### config.mk
export PLATFORM = sky130hd
export DESIGN_NAME = sqrt_arbiter
export DESIGN_NICKNAME = d
export VERILOG_FILES = /design/src/rtl/sqrt_arbiter.sv
export SDC_FILE = /design/constraint.sdc
export NUM_CORES = 1
export LEC_CHECK = 0
export CORE_MARGIN = 2
export CORE_UTILIZATION = 40
export CTS_BUF_LIST = sky130_fd_sc_hd__clkbuf_8
export DETAILED_ROUTE_END_ITERATION = 8
export MAX_ROUTING_LAYER = met4
export PLACE_DENSITY = 0.71
export SLEW_MARGIN = 20
export SYNTH_ARGS = -nofsm -noshare
export SYNTH_HDL_FRONTEND = slang
export SYNTH_SLANG_ARGS = --single-unit
### constraint.sdc
create_clock -name clk -period 1.7 [get_ports clk]
set_input_delay 0.17 -clock clk [delete_from_list [all_inputs] [get_ports clk]]
set_output_delay 0.17 -clock clk [all_outputs]
set_load 0.01 [all_outputs]
### src/rtl/sqrt_arbiter.sv
// Four-requester arbiter sharing one fixed-latency square-root engine.
// Round-robin by default; define SQRT_ARB_FIXED_PRIO_EN for fixed priority (req[0] highest).
module sqrt_arbiter #(
   parameter int unsigned ENGINE_LAT = 20
) (
   input  logic        clk,
   input  logic        clr,
   input  logic [3:0]  req,
   input  logic [31:0] a_bus,
   output logic [3:0]  done,
   output logic [3:0]  root,
   output logic        busy,
   output logic        eng_start,
   output logic [7:0]  eng_a,
   input  logic [3:0]  eng_sqrt
);

   localparam int unsigned N_REQ  = 4;
   localparam int unsigned IDX_W  = 2;
   localparam int unsigned OPND_W = 8;
   localparam int unsigned RES_W  = 4;
   localparam int unsigned CNT_W  = 8;
   localparam logic [CNT_W-1:0] LAT_LAST = CNT_W'(ENGINE_LAT - 1);

   typedef enum logic [1:0] {
      S_IDLE = 2'd0,
      S_LOAD = 2'd1,
      S_WAIT = 2'd2,
      S_DONE = 2'd3
   } state_t;

   state_t              r_state;
   state_t              w_next;
   logic [CNT_W-1:0]    r_cnt;
   logic [IDX_W-1:0]    r_owner;
   logic [N_REQ-1:0]    r_done;
   logic [RES_W-1:0]    r_root;
   logic                r_busy;
   logic                r_eng_start;
   logic [OPND_W-1:0]   r_eng_a;
   logic [IDX_W-1:0]    w_base;
   logic [IDX_W-1:0]    w_idx;
   logic [IDX_W-1:0]    w_sel;
   logic                w_found;
   logic [OPND_W-1:0]   w_opnd;

`ifdef SQRT_ARB_FIXED_PRIO_EN
   assign w_base = '0;
`else
   logic [IDX_W-1:0]    r_ptr;

   // Pointer moves past the owner once its transaction completes.
   always_ff @(posedge clk or negedge clr) begin
      if (!clr) begin
         r_ptr <= '0;
      end else if (r_state == S_DONE) begin
         r_ptr <= r_owner + IDX_W'(1);
      end
   end

   assign w_base = r_ptr;
`endif

   // First active request scanning upward from w_base, wrapping 3->0.
   always_comb begin
      w_sel   = w_base;
      w_found = 1'b0;
      w_idx   = '0;
      for (int k = 0; k < int'(N_REQ); k++) begin
         w_idx = w_base + IDX_W'(k);
         if (!w_found && req[w_idx]) begin
            w_sel   = w_idx;
            w_found = 1'b1;
         end
      end
   end

   assign w_opnd = a_bus[{w_sel, 3'b000} +: OPND_W];

   always_ff @(posedge clk or negedge clr) begin
      if (!clr) begin
         r_state <= S_IDLE;
      end else begin
         r_state <= w_next;
      end
   end

   always_comb begin
      w_next = r_state;
      case (r_state)
         S_IDLE:  if (|req) w_next = S_LOAD;
         S_LOAD:  w_next = S_WAIT;
         S_WAIT:  if (r_cnt == LAT_LAST) w_next = S_DONE;
         S_DONE:  w_next = S_IDLE;
         default: w_next = S_IDLE;
      endcase
   end

   // WAIT occupies exactly ENGINE_LAT cycles: count 0..ENGINE_LAT-1.
   always_ff @(posedge clk or negedge clr) begin
      if (!clr) begin
         r_cnt <= '0;
      end else if (r_state == S_WAIT) begin
         r_cnt <= r_cnt + CNT_W'(1);
      end else begin
         r_cnt <= '0;
      end
   end

   // Outputs are registered against the next state so they line up with it.
   always_ff @(posedge clk or negedge clr) begin
      if (!clr) begin
         r_owner     <= '0;
         r_done      <= '0;
         r_root      <= '0;
         r_busy      <= 1'b0;
         r_eng_start <= 1'b0;
         r_eng_a     <= '0;
      end else begin
         r_busy      <= (w_next != S_IDLE);
         r_eng_start <= (w_next == S_LOAD);
         r_done      <= '0;
         if (r_state == S_IDLE && (|req)) begin
            r_owner <= w_sel;
            r_eng_a <= w_opnd;
         end
         if (w_next == S_DONE) begin
            r_done <= N_REQ'(1) << r_owner;
            r_root <= eng_sqrt;
         end
      end
   end

   assign done      = r_done;
   assign root      = r_root;
   assign busy      = r_busy;
   assign eng_start = r_eng_start;
   assign eng_a     = r_eng_a;

endmodule

==> flow_metrics.env, run 1 <==
export IMPL_wirelength_um=4530
export IMPL_power_uw=4200
export IMPL_crit_required_ps=1860
export IMPL_cts_buffers=5
export IMPL_async_flop_share=1.00
export IMPL_io_buffer_count=59
export IMPL_clk_pin_slew_ps=60
export IMPL_min_period_over_period=1.01
export IMPL_drive_gt1_frac=0.288
export IMPL_die_area_um2=4800
export IMPL_grt_pass1_vias=1649
export IMPL_first_pass_iters=4
export IMPL_worstPathArrival_ps=1880
export IMPL_grt_antenna_before_repair=0
export IMPL_synthDistinctLibCells=36
export IMPL_grt_remaining_overflow=0
export IMPL_rsz0062_at_grt="yes"
export IMPL_routed_via_density=5.19
export IMPL_crit_path_end_kind="flip-flop"
export IMPL_critPathLaunchType="flip-flop"
export IMPL_worstPathCellList="inv_2, ha_4, nor4b_4, a21oi_2, o21ai_2, nand2_2, mux2_1"
export IMPL_stdcell_area_um2=2780
export IMPL_area_delta_synth_final_pct=62.9
export IMPL_fin_skew_ps=4.34
export IMPL_fin_nets=293
export IMPL_ant_nets=0
export IMPL_synth_area_per_cell_um2=11.2
export IMPL_clock_sinks=32
export IMPL_yosysWarnings=0
export IMPL_hp_class="input port to async pin"
export IMPL_synth_seq_area_share=0.470
export IMPL_antenna_cells=0
export IMPL_fp_coreArea_um2=4060
export IMPL_hold_slack_ps=290
export IMPL_dpl_cell_area_um2=2560
export IMPL_cp_top_family="simple AND/OR/NAND/NOR gates"
export IMPL_crit_fanout=4
export IMPL_period_needed_ps=1720
export IMPL_clock_latency_ps=280
export IMPL_violations="setup timing"
export IMPL_synth_cells=152
export IMPL_grt_pass1_wl_um=7270
export IMPL_globalRouteTotalUtil=0.193
export IMPL_relSlewSlack=0.729
export IMPL_synth_edf_count=0
export IMPL_die_y_um=69.3
export IMPL_crit_path_top_delay_cell="dfrtp_1"
export IMPL_vdd_drop_max_mv=0.908
export IMPL_cts_hold_buf=0
export IMPL_max_stage_delay_ps=370
export IMPL_grt_start_max_net_pins=33
export IMPL_ys_flop_type="dfrtp_1"
export IMPL_cts_tree="yes"
export IMPL_final_cell_mix="55 x clkdlybuf4s50_1, 30 x dfrtp_1, 26 x buf_4, 12 x inv_1"
export IMPL_clock_fmax_mhz=582
export IMPL_fp_row_count=23
export IMPL_clock_path_buffers=2
export IMPL_crit_buf_inv=1
export IMPL_status="finished, violations left"
export IMPL_powerDensity_nw_per_um2=1510
export IMPL_drc=0
export IMPL_maxSlewViolCount=0
export IMPL_root_buffer="clkbuf_8"
export IMPL_syn_nets=203
export IMPL_worst_slack_ps=-19.2
export IMPL_crit_type="flip-flop to flip-flop"
export IMPL_final_hold_violation_count=0
export IMPL_io_pins=60
export IMPL_ys_seq_elements=32
export IMPL_syn_area_um2=1710
export IMPL_p_leak_uw=0.00124
export IMPL_hpwl_um=3500
export IMPL_initial_utilization=0.420
export IMPL_num_vias=1522
export IMPL_worst_path_stages=7
export IMPL_worst_pin_slew_ps=406
export IMPL_drt_iter0_drc=67
export IMPL_wl_per_cell_um=15.5
export IMPL_layout_commonest_cell="clkdlybuf4s50_1"
export IMPL_die_w_um=69.3
export IMPL_setup_violations=2
export IMPL_cts_htree_levels=2
export IMPL_maxCapViolations=0
export IMPL_place_congestion=0.857
export IMPL_r2r_worst_path_cells=7
export IMPL_finalSetupTns_ps=-26.6
[final timing paths]
check                            from  slack [ps]       end
min in group clk             r_cnt[0]         450  r_cnt[0]
max in group asynchronous         clr        1090  r_ptr[0]
max reg2reg                r_state[0]         -20   root[3]
min                               clr         290   done[3]
max                        r_state[0]         -20   root[3]
min reg2reg                  r_cnt[0]         450  r_cnt[0]
[cell type report]
| type | count | area [um2] |
|---|---|---|
| clock buffers | 6 | 82.6 |
| clock inverters | 2 | 7.51 |
| fillers | 296 | 1280 |
| inverters | 12 | 45.0 |
| multi-input cells | 105 | 968 |
| flip-flops and latches | 32 | 803 |
| well taps | 50 | 62.6 |
| repair buffers | 86 | 808 |
[cells in the mapped netlist, drive strengths merged (2+ instances only)]
cell / instances / area, um2
o2111ai: 6 / 52.6
and2: 2 / 12.5
and3: 7 / 43.8
xor2: 4 / 35.0
nand2: 5 / 18.8
a21oi: 3 / 15.0
mux2i: 2 / 20.0
ha: 9 / 113
nand4: 7 / 43.8
nand3: 5 / 30.0
dfrtp: 32 / 801
o221a: 6 / 67.6
nor2b: 3 / 18.8
inv: 12 / 45.0
nor2: 11 / 46.3
buf: 2 / 10.0
nor4b: 2 / 17.5
xnor2: 2 / 17.5
o21ai: 8 / 51.3
mux2: 13 / 146
[state kept, by name, summed over array words and instances, names as in the netlist]
name,flops
eng_a,8
r_cnt,8
done,4
root,4
r_owner,2
r_ptr,2
r_state,2
busy,1
eng_start,1
[worst reg2reg max path: cells and delay by family, from the launching register on]
| kind | cells | cell delay [ps] |
|---|---|---|
| simple gates | 2 | 380 |
| flops | 1 | 370 |
| mux | 1 | 340 |
| compound gates | 2 | 280 |
| fa+ha+maj | 1 | 170 |
| buf+inv | 1 | 70 |
[metrics by stage]
step	utilization	setup slack, ps	std cells
6_report	0.685	-19.2	293
3_3_place_gp	0.631	-302	281
5_1_grt	0.685	-98.0	293
2_1_floorplan	-	-40.5	152
3_5_place_dp	0.631	-399	281
4_1_cts	0.661	-21.1	290
[routing by layer]
layer,global-route usage,share of wire
met3,0.0378,0.032
met2,0.330,0.53
met1,0.213,0.40
met4,0.102,0.028
met5,-,0
[cells by family after synthesis]
family          Yosys count  share of synthesized area
flops                    32                      0.470
buf+inv                  15                     0.0345
simple gates             47                      0.157
xor+xnor                  6                     0.0308
compound gates           28                      0.145
mux                      15                     0.0976
fa+ha+maj                 9                     0.0660
[repair_timing]
item,in CTS,in global routing
buffers inserted,1,3
gates resized for setup,8,18
endpoints found under the setup margin,13,12
cloned,0,0
pin swaps,2,8
[power breakdown]
group	switching (uW)	internal, uW	leakage, uW
Clock	259	318	0.0000538
Combinational	1060	1320	0.000792
Sequential	185	1060	0.000397
Total	1500	2700	0.00124
Power figures use the tool's default switching activity.
==> run 2: changes to the inputs <==
--- a/config.mk
+++ b/config.mk
@@ -6,11 +6,13 @@
 export NUM_CORES = 1
 export LEC_CHECK = 0
 export CORE_MARGIN = 2
-export CORE_UTILIZATION = 40
+export CORE_UTILIZATION = 42
 export CTS_BUF_LIST = sky130_fd_sc_hd__clkbuf_8
 export DETAILED_ROUTE_END_ITERATION = 8
+export GPL_TIMING_DRIVEN = 0
 export MAX_ROUTING_LAYER = met4
-export PLACE_DENSITY = 0.71
+export PLACE_DENSITY = 0.74
+export SKIP_LAST_GASP = 1
 export SLEW_MARGIN = 20
 export SYNTH_ARGS = -nofsm -noshare
 export SYNTH_HDL_FRONTEND = slang
==> flow_metrics.env, run 2 (synthesis gave the netlist of run 1 again) <==
export IMPL_grt_start_max_net_pins=33
export IMPL_routed_via_density=5.28
export IMPL_clock_sinks=32
export IMPL_cp_top_family="flip-flops"
export IMPL_maxSlewViolCount=0
export IMPL_vdd_drop_max_mv=0.855
export IMPL_grt_pass1_wl_um=7220
export IMPL_fin_nets=284
export IMPL_fp_coreArea_um2=3940
export IMPL_fp_row_count=23
export IMPL_violations="setup timing"
export IMPL_crit_required_ps=1870
export IMPL_final_cell_mix="54 x clkdlybuf4s50_1, 30 x dfrtp_1, 14 x buf_4, 10 x inv_1, 9 x nor2_1"
export IMPL_area_delta_synth_final_pct=57.2
export IMPL_worstPathArrival_ps=1880
export IMPL_max_stage_delay_ps=380
export IMPL_clk_pin_slew_ps=60
export IMPL_powerDensity_nw_per_um2=1550
export IMPL_critPathLaunchType="flip-flop"
export IMPL_final_hold_violation_count=0
export IMPL_initial_utilization=0.433
export IMPL_drive_gt1_frac=0.278
export IMPL_setup_violations=2
export IMPL_hp_class="input port to async pin"
export IMPL_place_congestion=0.785
export IMPL_status="finished, violations left"
export IMPL_clock_path_buffers=2
export IMPL_period_needed_ps=1710
export IMPL_hold_slack_ps=475
export IMPL_drt_iter0_drc=53
export IMPL_cts_buffers=5
export IMPL_clock_fmax_mhz=585
export IMPL_pre_cts_slack_ps=-561
export IMPL_crit_path_top_delay_cell="dfrtp_1"
export IMPL_grtUsageMet2=0.400
export IMPL_maxCapViolations=0
export IMPL_worstPathCellList="inv_2, ha_4, nor4b_2, a21oi_1, o21ai_2, nand2_2, mux2_1"
export IMPL_relSlewSlack=0.528
export IMPL_die_area_um2=4590
export IMPL_fin_skew_ps=1.80
export IMPL_grtUsageMet1=0.242
export IMPL_antenna_cells=0
export IMPL_min_period_over_period=1.01
export IMPL_io_buffer_count=59
export IMPL_cts_tree="yes"
export IMPL_io_pins=60
export IMPL_globalRouteTotalUtil=0.220
export IMPL_die_w_um=67.7
export IMPL_root_buffer="clkbuf_8"
export IMPL_grt_antenna_before_repair=0
export IMPL_drc=0
export IMPL_p_leak_uw=0.00117
export IMPL_finish_utilization=0.680
export IMPL_num_vias=1499
export IMPL_worst_pin_slew_ps=708
export IMPL_layout_commonest_cell="clkdlybuf4s50_1"
export IMPL_first_pass_iters=4
export IMPL_wirelength_um=4700
export IMPL_wl_per_cell_um=16.6
export IMPL_ant_nets=0
export IMPL_fillers=293
export IMPL_die_y_um=67.7
export IMPL_grt_pass1_vias=1580
export IMPL_worst_slack_ps=-9.57
export IMPL_rsz0062_at_grt="yes"
export IMPL_use_met3=0.0450
export IMPL_crit_buf_inv=1
export IMPL_crit_fanout=4
export IMPL_clock_latency_ps=280
export IMPL_crit_type="flip-flop to flip-flop"
export IMPL_hpwl_um=3230
export IMPL_grt_busiest_layer="met2"
export IMPL_grt_remaining_overflow=0
export IMPL_crit_path_end_kind="flip-flop"
export IMPL_cts_htree_levels=2
-- run 2: cell count changes in the layout (fill, tap and decap cells not counted), sizes merged --
cell,delta
buf,-10
clkbuf,+3
clkinv,+2
dlymetal6s2s,-2
inv,-2
clkdlybuf4s50,-1
dlygate4sd3,+1
-- run 2: worst paths after layout --
path / from / to / slack [ps] / depth (start not counted)
max: r_state[0] / root[2] / -10 / 7
min: clr / done[3] / 470 / 2
max reg2reg: r_state[0] / root[2] / -10 / 7
min reg2reg: root[2] / root[2] / 490 / 1
max in group asynchronous: clr / r_ptr[1] / 730 / 2
min in group clk: root[2] / root[2] / 490 / 1
-- run 2: worst reg2reg max path, delay by kind of cell (launching register included) --
kind | cells | cell delay, ps
AO/OA/AOI/OAI | 2 | 300
adder cells (fa/ha/maj) | 1 | 170
buffers and inverters | 1 | 80
flip-flops | 1 | 380
multiplexers | 1 | 330
AND/OR/NAND/NOR | 2 | 350
-- run 2: power by group --
| part | total, uW | switching, uW | internal (uW) |
|---|---|---|---|
| Sequential | 1260 | 203 | 1060 |
| Clock | 597 | 274 | 322 |
| Combinational | 2290 | 1050 | 1240 |
| Total | 4150 | 1530 | 2620 |
-- run 2: layout make-up --
type                    count  area, um2  area share
well taps                  50       62.6      0.0233
clock buffers               6       82.6      0.0308
repair buffers             75        699       0.261
flip-flops and latches     32        803       0.300
plain buffers               2       12.5     0.00467
multi-input cells         105        966       0.360
clock inverters             2       10.0     0.00373
inverters                  12       45.0      0.0168
-- run 2: timing repair --
| item | 4_1_cts | 5_1_grt |
|---|---|---|
| buffers inserted | 10 | 5 |
| pin swaps | 9 | 7 |
| endpoints found under the hold margin | 32 | 0 |
| resized for setup | 12 | 20 |
| hold buffers | 1 | 0 |
| endpoints found under the setup margin | 14 | 12 |
-- run 2: stage by stage --
stage,power [uW],cells,cell area [um2],setup TNS (ps)
after detailed placement,3110,261,2380,-8870
after global placement,3010,261,2390,-9570
after CTS,3890,279,2580,-227
after global routing,4420,284,2680,-813
after floorplan,2320,152,1730,-40.5
final,4150,284,2680,-14.2
-- run 2: layer usage --
| layer | wire length (um) | vias to the layer above | part of all wire |
|---|---|---|---|
| met1 | 1860 | 740 | 0.40 |
| met3 | 139 | 6 | 0.030 |
| met5 | 0 | - | 0 |
| met4 | 65 | 0 | 0.014 |
| li1 | - | 719 | - |
| met2 | 2640 | 34 | 0.56 |
